`src/rtl/wb_reg_bank.sv`:
```
// rtl/wb_reg_bank.sv - Wishbone pipelined read/write register bank; byte-select writes when WB_REG_BANK_BYTESEL_EN is defined
module wb_reg_bank #(
    parameter int NREGS = 4,
    parameter int DW    = 32,
    parameter int AW    = 8
) (
    input  logic                  clk_i,
    input  logic                  rst_i,
    input  logic                  wb_cyc_i,
    input  logic                  wb_stb_i,
    input  logic                  wb_we_i,
    input  logic [AW-1:0]         wb_adr_i,
    input  logic [DW/8-1:0]       wb_sel_i,
    input  logic [DW-1:0]         wb_dat_i,
    output logic                  wb_ack_o,
    output logic                  wb_err_o,
    output logic                  wb_rty_o,
    output logic                  wb_stall_o,
    output logic [DW-1:0]         wb_dat_o,
    output logic [NREGS*DW-1:0]   regs_o,
    output logic [NREGS-1:0]      wr_stb_o
);

    localparam int NB = DW / 8;
    localparam int IW = (NREGS > 1) ? $clog2(NREGS) : 1;

    // Register storage
    logic [DW-1:0] regs_q [NREGS];

    // Request qualification
    logic          wb_en;
    logic          rd_req;
    logic          wr_req;
    logic          adr_ok;
    logic [DW-1:0] rd_data;

    // In-progress flags, one outstanding access per direction
    logic          rip_q;
    logic          wip_q;

    // Read termination stage
    logic          r_ack_q;
    logic          r_err_q;

    // Write stage: captured request, terminated in the following cycle
    logic          w_ack_q;
    logic          w_err_q;
    logic [IW-1:0] w_idx_q;
    logic [DW-1:0] w_dat_q;
    logic [DW-1:0] wr_word;
    logic          term_err;

`ifdef WB_REG_BANK_BYTESEL_EN
    logic [NB-1:0] w_sel_q;
`else
    // Byte selects have no effect on full-word writes
    logic          sel_unused;
    assign sel_unused = ^wb_sel_i;
`endif

    assign wb_en  = wb_cyc_i & wb_stb_i;
    assign rd_req = wb_en & ~wb_we_i & ~rip_q;
    assign wr_req = wb_en &  wb_we_i & ~wip_q;
    assign adr_ok = 32'(wb_adr_i) < NREGS;

    // Read decode and data mux straight from the request; out-of-range reads return zero
    always_comb begin
        rd_data = '0;
        if (adr_ok) begin
            rd_data = regs_q[wb_adr_i[IW-1:0]];
        end
    end

    // Read path: termination and read data registered together at the request edge
    always_ff @(posedge clk_i or posedge rst_i) begin
        if (rst_i) begin
            rip_q    <= 1'b0;
            r_ack_q  <= 1'b0;
            r_err_q  <= 1'b0;
            wb_dat_o <= '0;
        end else begin
            r_ack_q <= rd_req &  adr_ok;
            r_err_q <= rd_req & ~adr_ok;
            if (rd_req) begin
                wb_dat_o <= rd_data;
            end
            if (rd_req) begin
                rip_q <= 1'b1;
            end else if (r_ack_q || r_err_q) begin
                rip_q <= 1'b0;
            end
        end
    end

    // Write path: capture request, address and data; decode result drives next-cycle termination
    always_ff @(posedge clk_i or posedge rst_i) begin
        if (rst_i) begin
            wip_q   <= 1'b0;
            w_ack_q <= 1'b0;
            w_err_q <= 1'b0;
            w_idx_q <= '0;
            w_dat_q <= '0;
`ifdef WB_REG_BANK_BYTESEL_EN
            w_sel_q <= '0;
`endif
        end else begin
            w_ack_q <= wr_req &  adr_ok;
            w_err_q <= wr_req & ~adr_ok;
            if (wr_req) begin
                w_idx_q <= wb_adr_i[IW-1:0];
                w_dat_q <= wb_dat_i;
`ifdef WB_REG_BANK_BYTESEL_EN
                w_sel_q <= wb_sel_i;
`endif
            end
            if (wr_req) begin
                wip_q <= 1'b1;
            end else if (w_ack_q || w_err_q) begin
                wip_q <= 1'b0;
            end
        end
    end

    // Word to commit: byte-merged with the current contents, or the full write data
    always_comb begin
        wr_word = w_dat_q;
`ifdef WB_REG_BANK_BYTESEL_EN
        for (int b = 0; b < NB; b++) begin
            if (!w_sel_q[b]) begin
                wr_word[b*8 +: 8] = regs_q[w_idx_q][b*8 +: 8];
            end
        end
`endif
    end

    // Register commit at the edge that ends the write ack cycle
    always_ff @(posedge clk_i or posedge rst_i) begin
        if (rst_i) begin
            for (int k = 0; k < NREGS; k++) begin
                regs_q[k] <= '0;
            end
        end else if (w_ack_q) begin
            regs_q[w_idx_q] <= wr_word;
        end
    end

    // Termination merge: an error in either direction suppresses the ack
    always_comb begin
        term_err   = r_err_q | w_err_q;
        wb_err_o   = term_err;
        wb_ack_o   = (r_ack_q | w_ack_q) & ~term_err;
        wb_rty_o   = 1'b0;
        // No stall is reported while reset holds the bank idle
        wb_stall_o = wb_en & ~(wb_ack_o | wb_err_o) & ~rst_i;
    end

    // Write strobe pulses alongside the write ack, independent of byte selects
    always_comb begin
        wr_stb_o = '0;
        if (w_ack_q) begin
            wr_stb_o[w_idx_q] = 1'b1;
        end
    end

    // Flatten register contents
    always_comb begin
        regs_o = '0;
        for (int k = 0; k < NREGS; k++) begin
            regs_o[k*DW +: DW] = regs_q[k];
        end
    end

endmodule

```
`config.mk`:
```
export PLATFORM = sky130hd
export DESIGN_NAME = wb_reg_bank
export DESIGN_NICKNAME = d
export VERILOG_FILES = /design/src/rtl/wb_reg_bank.sv
export SDC_FILE = /design/constraint.sdc
export NUM_CORES = 1
export LEC_CHECK = 0
export ABC_CLOCK_PERIOD_IN_PS = 18550
export CORE_ASPECT_RATIO = 1.4
export CORE_UTILIZATION = 52
export CTS_CLUSTER_DIAMETER = 100
export DETAILED_ROUTE_END_ITERATION = 10
export MAX_ROUTING_LAYER = met4
export PLACE_DENSITY = 0.95
export REMOVE_ABC_BUFFERS = 1
export SLEW_MARGIN = 30
export SYNTH_ARGS = -nofsm -noshare
export SYNTH_HDL_FRONTEND = slang
export SYNTH_SLANG_ARGS = --single-unit
```
`constraint.sdc`:
```
create_clock -name clk_i -period 18.55 [get_ports clk_i]
set_input_delay 3.71 -clock clk_i [delete_from_list [all_inputs] [get_ports clk_i]]
set_output_delay 3.71 -clock clk_i [all_outputs]
set_load 0.01 [all_outputs]
```
==> metrics.yaml, run 1 <==
timing:
  fin_worst_hold_slack_ns: 0.4739
  worstMarginPinSlew_ns: 0.8085
  setup_total_negative_slack_ns: 0
  period_minus_slack_ns: 8.886
  setup_repair_after_global_routing_missed_its_margin: "false"
  report.final.setup_viol: 0
  slew_headroom_pct: 46.10
  finClkSkew_ns: 0.01063
  drv_slew: 0
  hold_viol: 0
  max_clock_freq_mhz: 112.5
  final_min_period_over_clock_period_pct: 47.90
clock_network:
  master_cell_of_the_clock_root_buffer: "sky130_fd_sc_hd__clkbuf_16"
  numClockSinks: 200
  post_cts_buffers: 0
  cts_hold_buffers: 0
  post_cts_resize_count: 0
  clock_tree_from_tritoncts: "done"
  number_of_clock_buffers_inserted_by_tritoncts: 17
  clk-insertion-delay-late_ns: 0.43
  max-clock-path-buffers: 2
  cts_htree_levels: 4
  clk_transition_reported_paths_ns: 0.06
route:
  avgRoutedWirePerCell_microns: 23.91
  drc: 0
  firstDrtPassIters: 4
  via_count: 5268
  drtAntennaViolNets: 0
  wirelength_microns: 21470
  detailedRoute.firstIterationViolations: 196
  vias_per_cell: 5.866
worst_setup_path:
  kind_of_end_point_of_the_critical_path: "output port"
  setup.worst_path.start_class: "primary input"
  worstSetupPathType: "in2out"
  setup.reg_to_reg.worst_slack_ns: 16.37
  timing.critical_path.fanout_max: 3
  arrival_ns: 5.18
  worstPathRequired_ns: 14.84
yosys:
  synth-warning-count: 0
  syn-cell-area_sq_um: 8182
  ys_types: 25
  synth.ff_latch_count: 200
  post_synth_main_area_contributors: "sky130_fd_sc_hd__dfrtp_1 61%, sky130_fd_sc_hd__mux2_2 22%, sky130_fd_sc_hd__mux4_2 8.8%"
  ys_seq_area_share_pct: 61.17
  syn_area_per_cell_sq_um: 16.80
  synth.most_common_cell: "sky130_fd_sc_hd__dfrtp_1"
  yosysTopAreaCellShare_pct: 61.17
  synth.cells.most_frequent: "200 x sky130_fd_sc_hd__dfrtp_1, 162 x sky130_fd_sc_hd__mux2_2, 32 x sky130_fd_sc_hd__mux4_2"
  syn_inst: 487
  synth_top_cell_by_area: "sky130_fd_sc_hd__dfrtp_1"
  most_used_flip_flop_cell_after_synthesis: "sky130_fd_sc_hd__dfrtp_1"
  synth-edff-count: 0
  synth-async-reset-ratio_pct: 100.0
floorplan:
  floorplan.rows: 53
  die-width_microns: 108.0
  area_enclosed_by_the_die_boundary_sq_um: 16250
  core_area_sq_um: 15190
  pin_count: 217
  die_height_microns: 150.4
  starting_utilization_of_the_core_area_pct: 53.88
global_route:
  number_of_antenna_violations_at_the_first_check_in_global_routing: 0
  grt_use_total_pct: 28.61
  grt_pass1_wl_microns: 32820
  first_global_vias: 5929
  overflow_after_grt: 0
  maximum_number_of_pins_on_one_net_before_global_route_repair: 111
placed_design:
  place_congestion: 0.7836
  count_of_input_and_output_buffers: 211
  hpwl_microns: 13720
power_and_ir_drop:
  fin_total_pwr_w: 0.001026
  power_leakage_nw: 5.154
  cellPowerDensity_nw_per_um2: 92.36
  vdd.ir_drop.worst_mv: 0.06582
finish:
  area_growth_pct: 35.85
  area_occupied_by_registers_sq_um: 5005
  multiInputGateArea_sq_um: 3012
  layout-drive-gt1-share_pct: 36.12
  final_util_pct: 73.19
  fill_cells: 913
  finalNetCount: 744
  n_antenna_cell: 0
outcome:
  run_status: "finished, final reports clean"
job:
  max-cap-violations: 0
worst_hold_path:
  holdCritPathClass: "reg2reg"
[path summary, 6_finish.rpt]
path	startpoint	endpoint	cells past startpoint
worst max register to register	rip_q	wb_dat_o[24]	5
worst max-delay path	wb_stb_i	wb_stall_o	4
worst min register to register	rip_q	rip_q	2
min in group asynchronous	rst_i	regs_o[77]	2
worst min-delay path	rip_q	rip_q	2
max in group asynchronous	rst_i	regs_o[33]	3
[routing by layer]
metal | GRT usage (%) | vias up | wire length, microns
li1 | - | 2224 | -
met1 | 31.47 | 2808 | 7941
met2 | 49.46 | 173 | 11810
met3 | 4.892 | 63 | 757
met4 | 14.79 | 0 | 958
met5 | - | - | 0
[stage by stage]
step / instances / instance area [sq um] / setup WS (ns)
after floorplan: 454 / 8015 / 9.386
after global placement: 867 / 10460 / 9.693
after detailed placement: 868 / 10470 / 9.657
after CTS: 898 / 11110 / 9.644
after global routing: 898 / 11110 / 9.611
final: 898 / 11110 / 9.664
[final cells by class]
| cell class | instances | area share (%) |
|---|---|---|
| sequential | 200 | 45.03 |
| multi-input combinational | 250 | 27.10 |
| timing repair buffer | 222 | 19.69 |
| clock buffer | 19 | 4.075 |
| tap | 192 | 2.161 |
| clock inverter | 11 | 1.745 |
| inverter | 4 | 0.2026 |
[placed cells by master (no fill, tap or decap), drive strengths merged]
cell and instances:
nor4b 1, clkinvlp 1, nand3b 2, mux2 162, nor3b 1, clkbuf 19
conb 1, nand4bb 1, clkinv 3, nand3 1, dfrtp 200, a22o 32
clkdlybuf4s50 209, nand4b 1, inv 6, nor2 6, buf 13, or2 1
nor3 1, nor4 2, mux4 32, nand2 5, bufinv 5, or4 1
[sequential cells by signal, indices dropped and copies added, names as in the netlist]
signal	cells
w_ack_q	1
wip_q	1
w_err_q	1
wb_dat_o	32
w_dat_q	32
rip_q	1
r_err_q	1
r_ack_q	1
regs_o	128
w_idx_q	2
[report_power, final]
group           total, W  switching (W)  leakage [nW]  internal [W]
registers       0.000531      0.0000516          2.72      0.000479
logic          0.0000911      0.0000364          2.12     0.0000547
clock network   0.000405       0.000159         0.316      0.000246
[cell families after synthesis]
group | Yosys count | synth area share, %
AOI/OAI and AO/OA | 32 | 3.594
buffers and inverters | 37 | 2.217
DFF | 200 | 61.17
muxes | 194 | 31.11
other | 1 | 0.04583
and+or+nand+nor | 23 | 1.866
[worst max-delay path, stage by stage]
cell and delay (ns):
sky130_fd_sc_hd__clkdlybuf4s50_1 0.53, sky130_fd_sc_hd__nand2_1 0.07, sky130_fd_sc_hd__nor4b_1 0.28, sky130_fd_sc_hd__clkdlybuf4s50_1 0.59
No activity file was read; power rests on OpenSTA's default activity.
==> run 2, diff against run 1 <==
--- a/config.mk
+++ b/config.mk
@@ -5,13 +5,13 @@
 export SDC_FILE = /design/constraint.sdc
 export NUM_CORES = 1
 export LEC_CHECK = 0
-export ABC_CLOCK_PERIOD_IN_PS = 18550
+export ABC_CLOCK_PERIOD_IN_PS = 8430
 export CORE_ASPECT_RATIO = 1.4
-export CORE_UTILIZATION = 52
+export CORE_UTILIZATION = 49
 export CTS_CLUSTER_DIAMETER = 100
 export DETAILED_ROUTE_END_ITERATION = 10
 export MAX_ROUTING_LAYER = met4
-export PLACE_DENSITY = 0.95
+export PLACE_DENSITY = 0.92
 export REMOVE_ABC_BUFFERS = 1
 export SLEW_MARGIN = 30
 export SYNTH_ARGS = -nofsm -noshare
==> constraint.sdc (replaced) <==
create_clock -name clk_i -period 8.43 [get_ports clk_i]
set_input_delay 1.686 -clock clk_i [delete_from_list [all_inputs] [get_ports clk_i]]
set_output_delay 1.686 -clock clk_i [all_outputs]
set_load 0.01 [all_outputs]
==> metrics.yaml, run 2 (same netlist as run 1, synthesis figures left out) <==
clock_network:
  number_of_clock_buffers_inserted_by_tritoncts: 17
  post_cts_buffers: 0
  clock_tree_from_tritoncts: "done"
  clk-insertion-delay-late_ns: 0.42
  cts_htree_levels: 4
  cts_hold_buffers: 0
  max-clock-path-buffers: 2
  numClockSinks: 200
  post_cts_resize_count: 0
  clk_transition_reported_paths_ns: 0.07
  master_cell_of_the_clock_root_buffer: "sky130_fd_sc_hd__clkbuf_16"
route:
  wirelength_microns: 21390
  met3_wirelength_microns: 863
  firstDrtPassIters: 7
  drt-met1-wl_microns: 7967
  detailedRoute.firstIterationViolations: 227
  wl_met2_microns: 11780
  avgRoutedWirePerCell_microns: 23.61
  drc: 26
  drtAntennaViolNets: 0
  maxUsedRoutingLayer: "met4"
  vias_per_cell: 5.809
  via_count: 5263
finish:
  stdcell_area_sq_um: 10990
  layout-drive-gt1-share_pct: 35.41
  most_common_cell_after_layout_fill_and_taps_aside: "sky130_fd_sc_hd__clkdlybuf4s50_1"
  area_occupied_by_registers_sq_um: 5005
  fill_cells: 1097
  multiInputGateArea_sq_um: 3012
  area_growth_pct: 34.33
  number_of_flip_flops_in_the_largest_register: 128
  finalNetCount: 743
  final_cell_mix: "209 x sky130_fd_sc_hd__clkdlybuf4s50_1, 200 x sky130_fd_sc_hd__dfrtp_1, 162 x sky130_fd_sc_hd__mux2_2"
power_and_ir_drop:
  intPower_w: 0.001566
  cellPowerDensity_nw_per_um2: 191.0
  vdd.ir_drop.worst_mv: 0.1244
  power.switching_w: 0.0005327
  combinationalPowerShare_pct: 9.8
  power_leakage_nw: 5.083
  power.share.sequential_pct: 55.5
  power_frac_clock_pct: 34.7
  power.share.switching_pct: 25.38
worst_setup_path:
  worstPathRequired_ns: 6.74
  path_common_cell: "sky130_fd_sc_hd__clkdlybuf4s50_1"
  r2r_cells: 3
  startpoint: "wb_stb_i"
  slowest_stage: "sky130_fd_sc_hd__clkdlybuf4s50_1"
  setup.worst_path.start_class: "primary input"
  timing.critical_path.max_delay_family: "buffers and inverters"
  crit_buf_inv: 2
  critical_path_destination: "wb_stall_o"
  timing.critical_path.fanout_max: 3
  timing.critical_path.cells: "clkdlybuf4s50_1 > nand2_1 > nor4b_1 > clkdlybuf4s50_1"
  arrival_ns: 3.13
  cp_slowest_stage_delay_ns: 0.59
  critical_path.reg2reg.startpoint: "w_ack_q"
  critical_path_depth_in_cells: 4
  worstSetupPathType: "in2out"
  worstReg2RegEnd: "regs_o[7]"
  setup.reg_to_reg.worst_slack_ns: 6.49
  kind_of_end_point_of_the_critical_path: "output port"
timing:
  hold_viol: 0
  final_min_period_over_clock_period_pct: 57.08
  setup_repair_after_global_routing_missed_its_margin: "false"
  worstMarginPinSlew_ns: 0.7890
  setup_total_negative_slack_ns: 0
  max_clock_freq_mhz: 207.8
  slew_headroom_pct: 47.40
  report.final.setup_viol: 0
  drv_slew: 0
  period_minus_slack_ns: 4.812
  finClkSkew_ns: 0.01187
global_route:
  overflow_after_grt: 0
  first_global_vias: 5818
  grt_pass1_wl_microns: 33210
  maximum_number_of_pins_on_one_net_before_global_route_repair: 113
  grt_use_total_pct: 26.65
  number_of_antenna_violations_at_the_first_check_in_global_routing: 1
floorplan:
  die-width_microns: 111.2
  floorplan.rows: 55
  core_area_sq_um: 16240
  area_enclosed_by_the_die_boundary_sq_um: 17230
  pin_count: 217
  starting_utilization_of_the_core_area_pct: 50.38
  die_height_microns: 154.9
placed_design:
  place_congestion: 0.7793
  count_of_input_and_output_buffers: 211
  hpwl_microns: 13670
  dpl_cell_area_sq_um: 10470
outcome:
  violations: "DRC"
  run_status: "complete, but fails checks"
worst_hold_path:
  holdCritPathClass: "reg2reg"
job:
  max-cap-violations: 0
==> run 2: cell count changes in the layout (fill, tap and decap cells not counted), sizes merged <==
cell,delta
inv,-2
clkbuf,+5
buf,-1
bufinv,-5
clkinv,+2
clkinvlp,+1
diode,+1
==> run 2: stage by stage <==
step	hold slack [ns]	total power, W	setup slack (ns)	std cells	utilization, %
3_5_place_dp	0.4653	0.001386	3.613	874	64.46
4_1_cts	0.4833	0.002114	3.611	905	67.66
6_report	0.4819	0.002099	3.618	906	67.67
2_1_floorplan	0.4381	0.001271	1.290	454	-
5_1_grt	0.5006	0.002183	3.487	906	67.67
3_3_place_gp	0.4593	0.001351	3.591	874	64.44
==> run 2: worst min path at each step <==
stage / startpoint / end / slack [ns] / depth (start not counted)
after global placement: wip_q / wip_q / 0.46 / 2
after detailed placement: rip_q / rip_q / 0.47 / 2
after CTS: rip_q / rip_q / 0.48 / 2
after floorplan: wip_q / wip_q / 0.44 / 2
final: rip_q / rip_q / 0.48 / 2
after global routing: rip_q / rip_q / 0.50 / 2
==> run 2: layout make-up <==
class | count | share of cell area [%]
Sequential cell | 200 | 45.54
Multi-Input combinational cell | 250 | 27.40
Timing Repair Buffer | 221 | 19.84
Clock buffer | 24 | 4.292
Tap cell | 199 | 2.265
Clock inverter | 7 | 0.4326
Inverter | 4 | 0.2049
Antenna cell | 1 | 0.02277
==> run 2: power groups by stage <==
stage | clock network, W | logic [W] | registers (W)
detailed placement | 0 | 0.000207 | 0.00118
CTS | 0.000743 | 0.000209 | 0.00116
global placement | 0 | 0.000194 | 0.00116
global route | 0.000780 | 0.000220 | 0.00118
finish | 0.000728 | 0.000205 | 0.00117
floorplan | 0 | 0.000127 | 0.00114
==> run 2: routing by layer <==
| metal | up-vias | global-route usage (%) |
|---|---|---|
| met5 | - | - |
| met4 | 0 | 11.52 |
| met3 | 47 | 5.025 |
| met2 | 178 | 47.26 |
| met1 | 2817 | 29.28 |
| li1 | 2221 | - |
==> run 2: worst min-delay path, stage by stage (launching register included) <==
cell and delay (ns):
sky130_fd_sc_hd__dfrtp_1 0.34, sky130_fd_sc_hd__nand2_1 0.05, sky130_fd_sc_hd__nand2_1 0.06
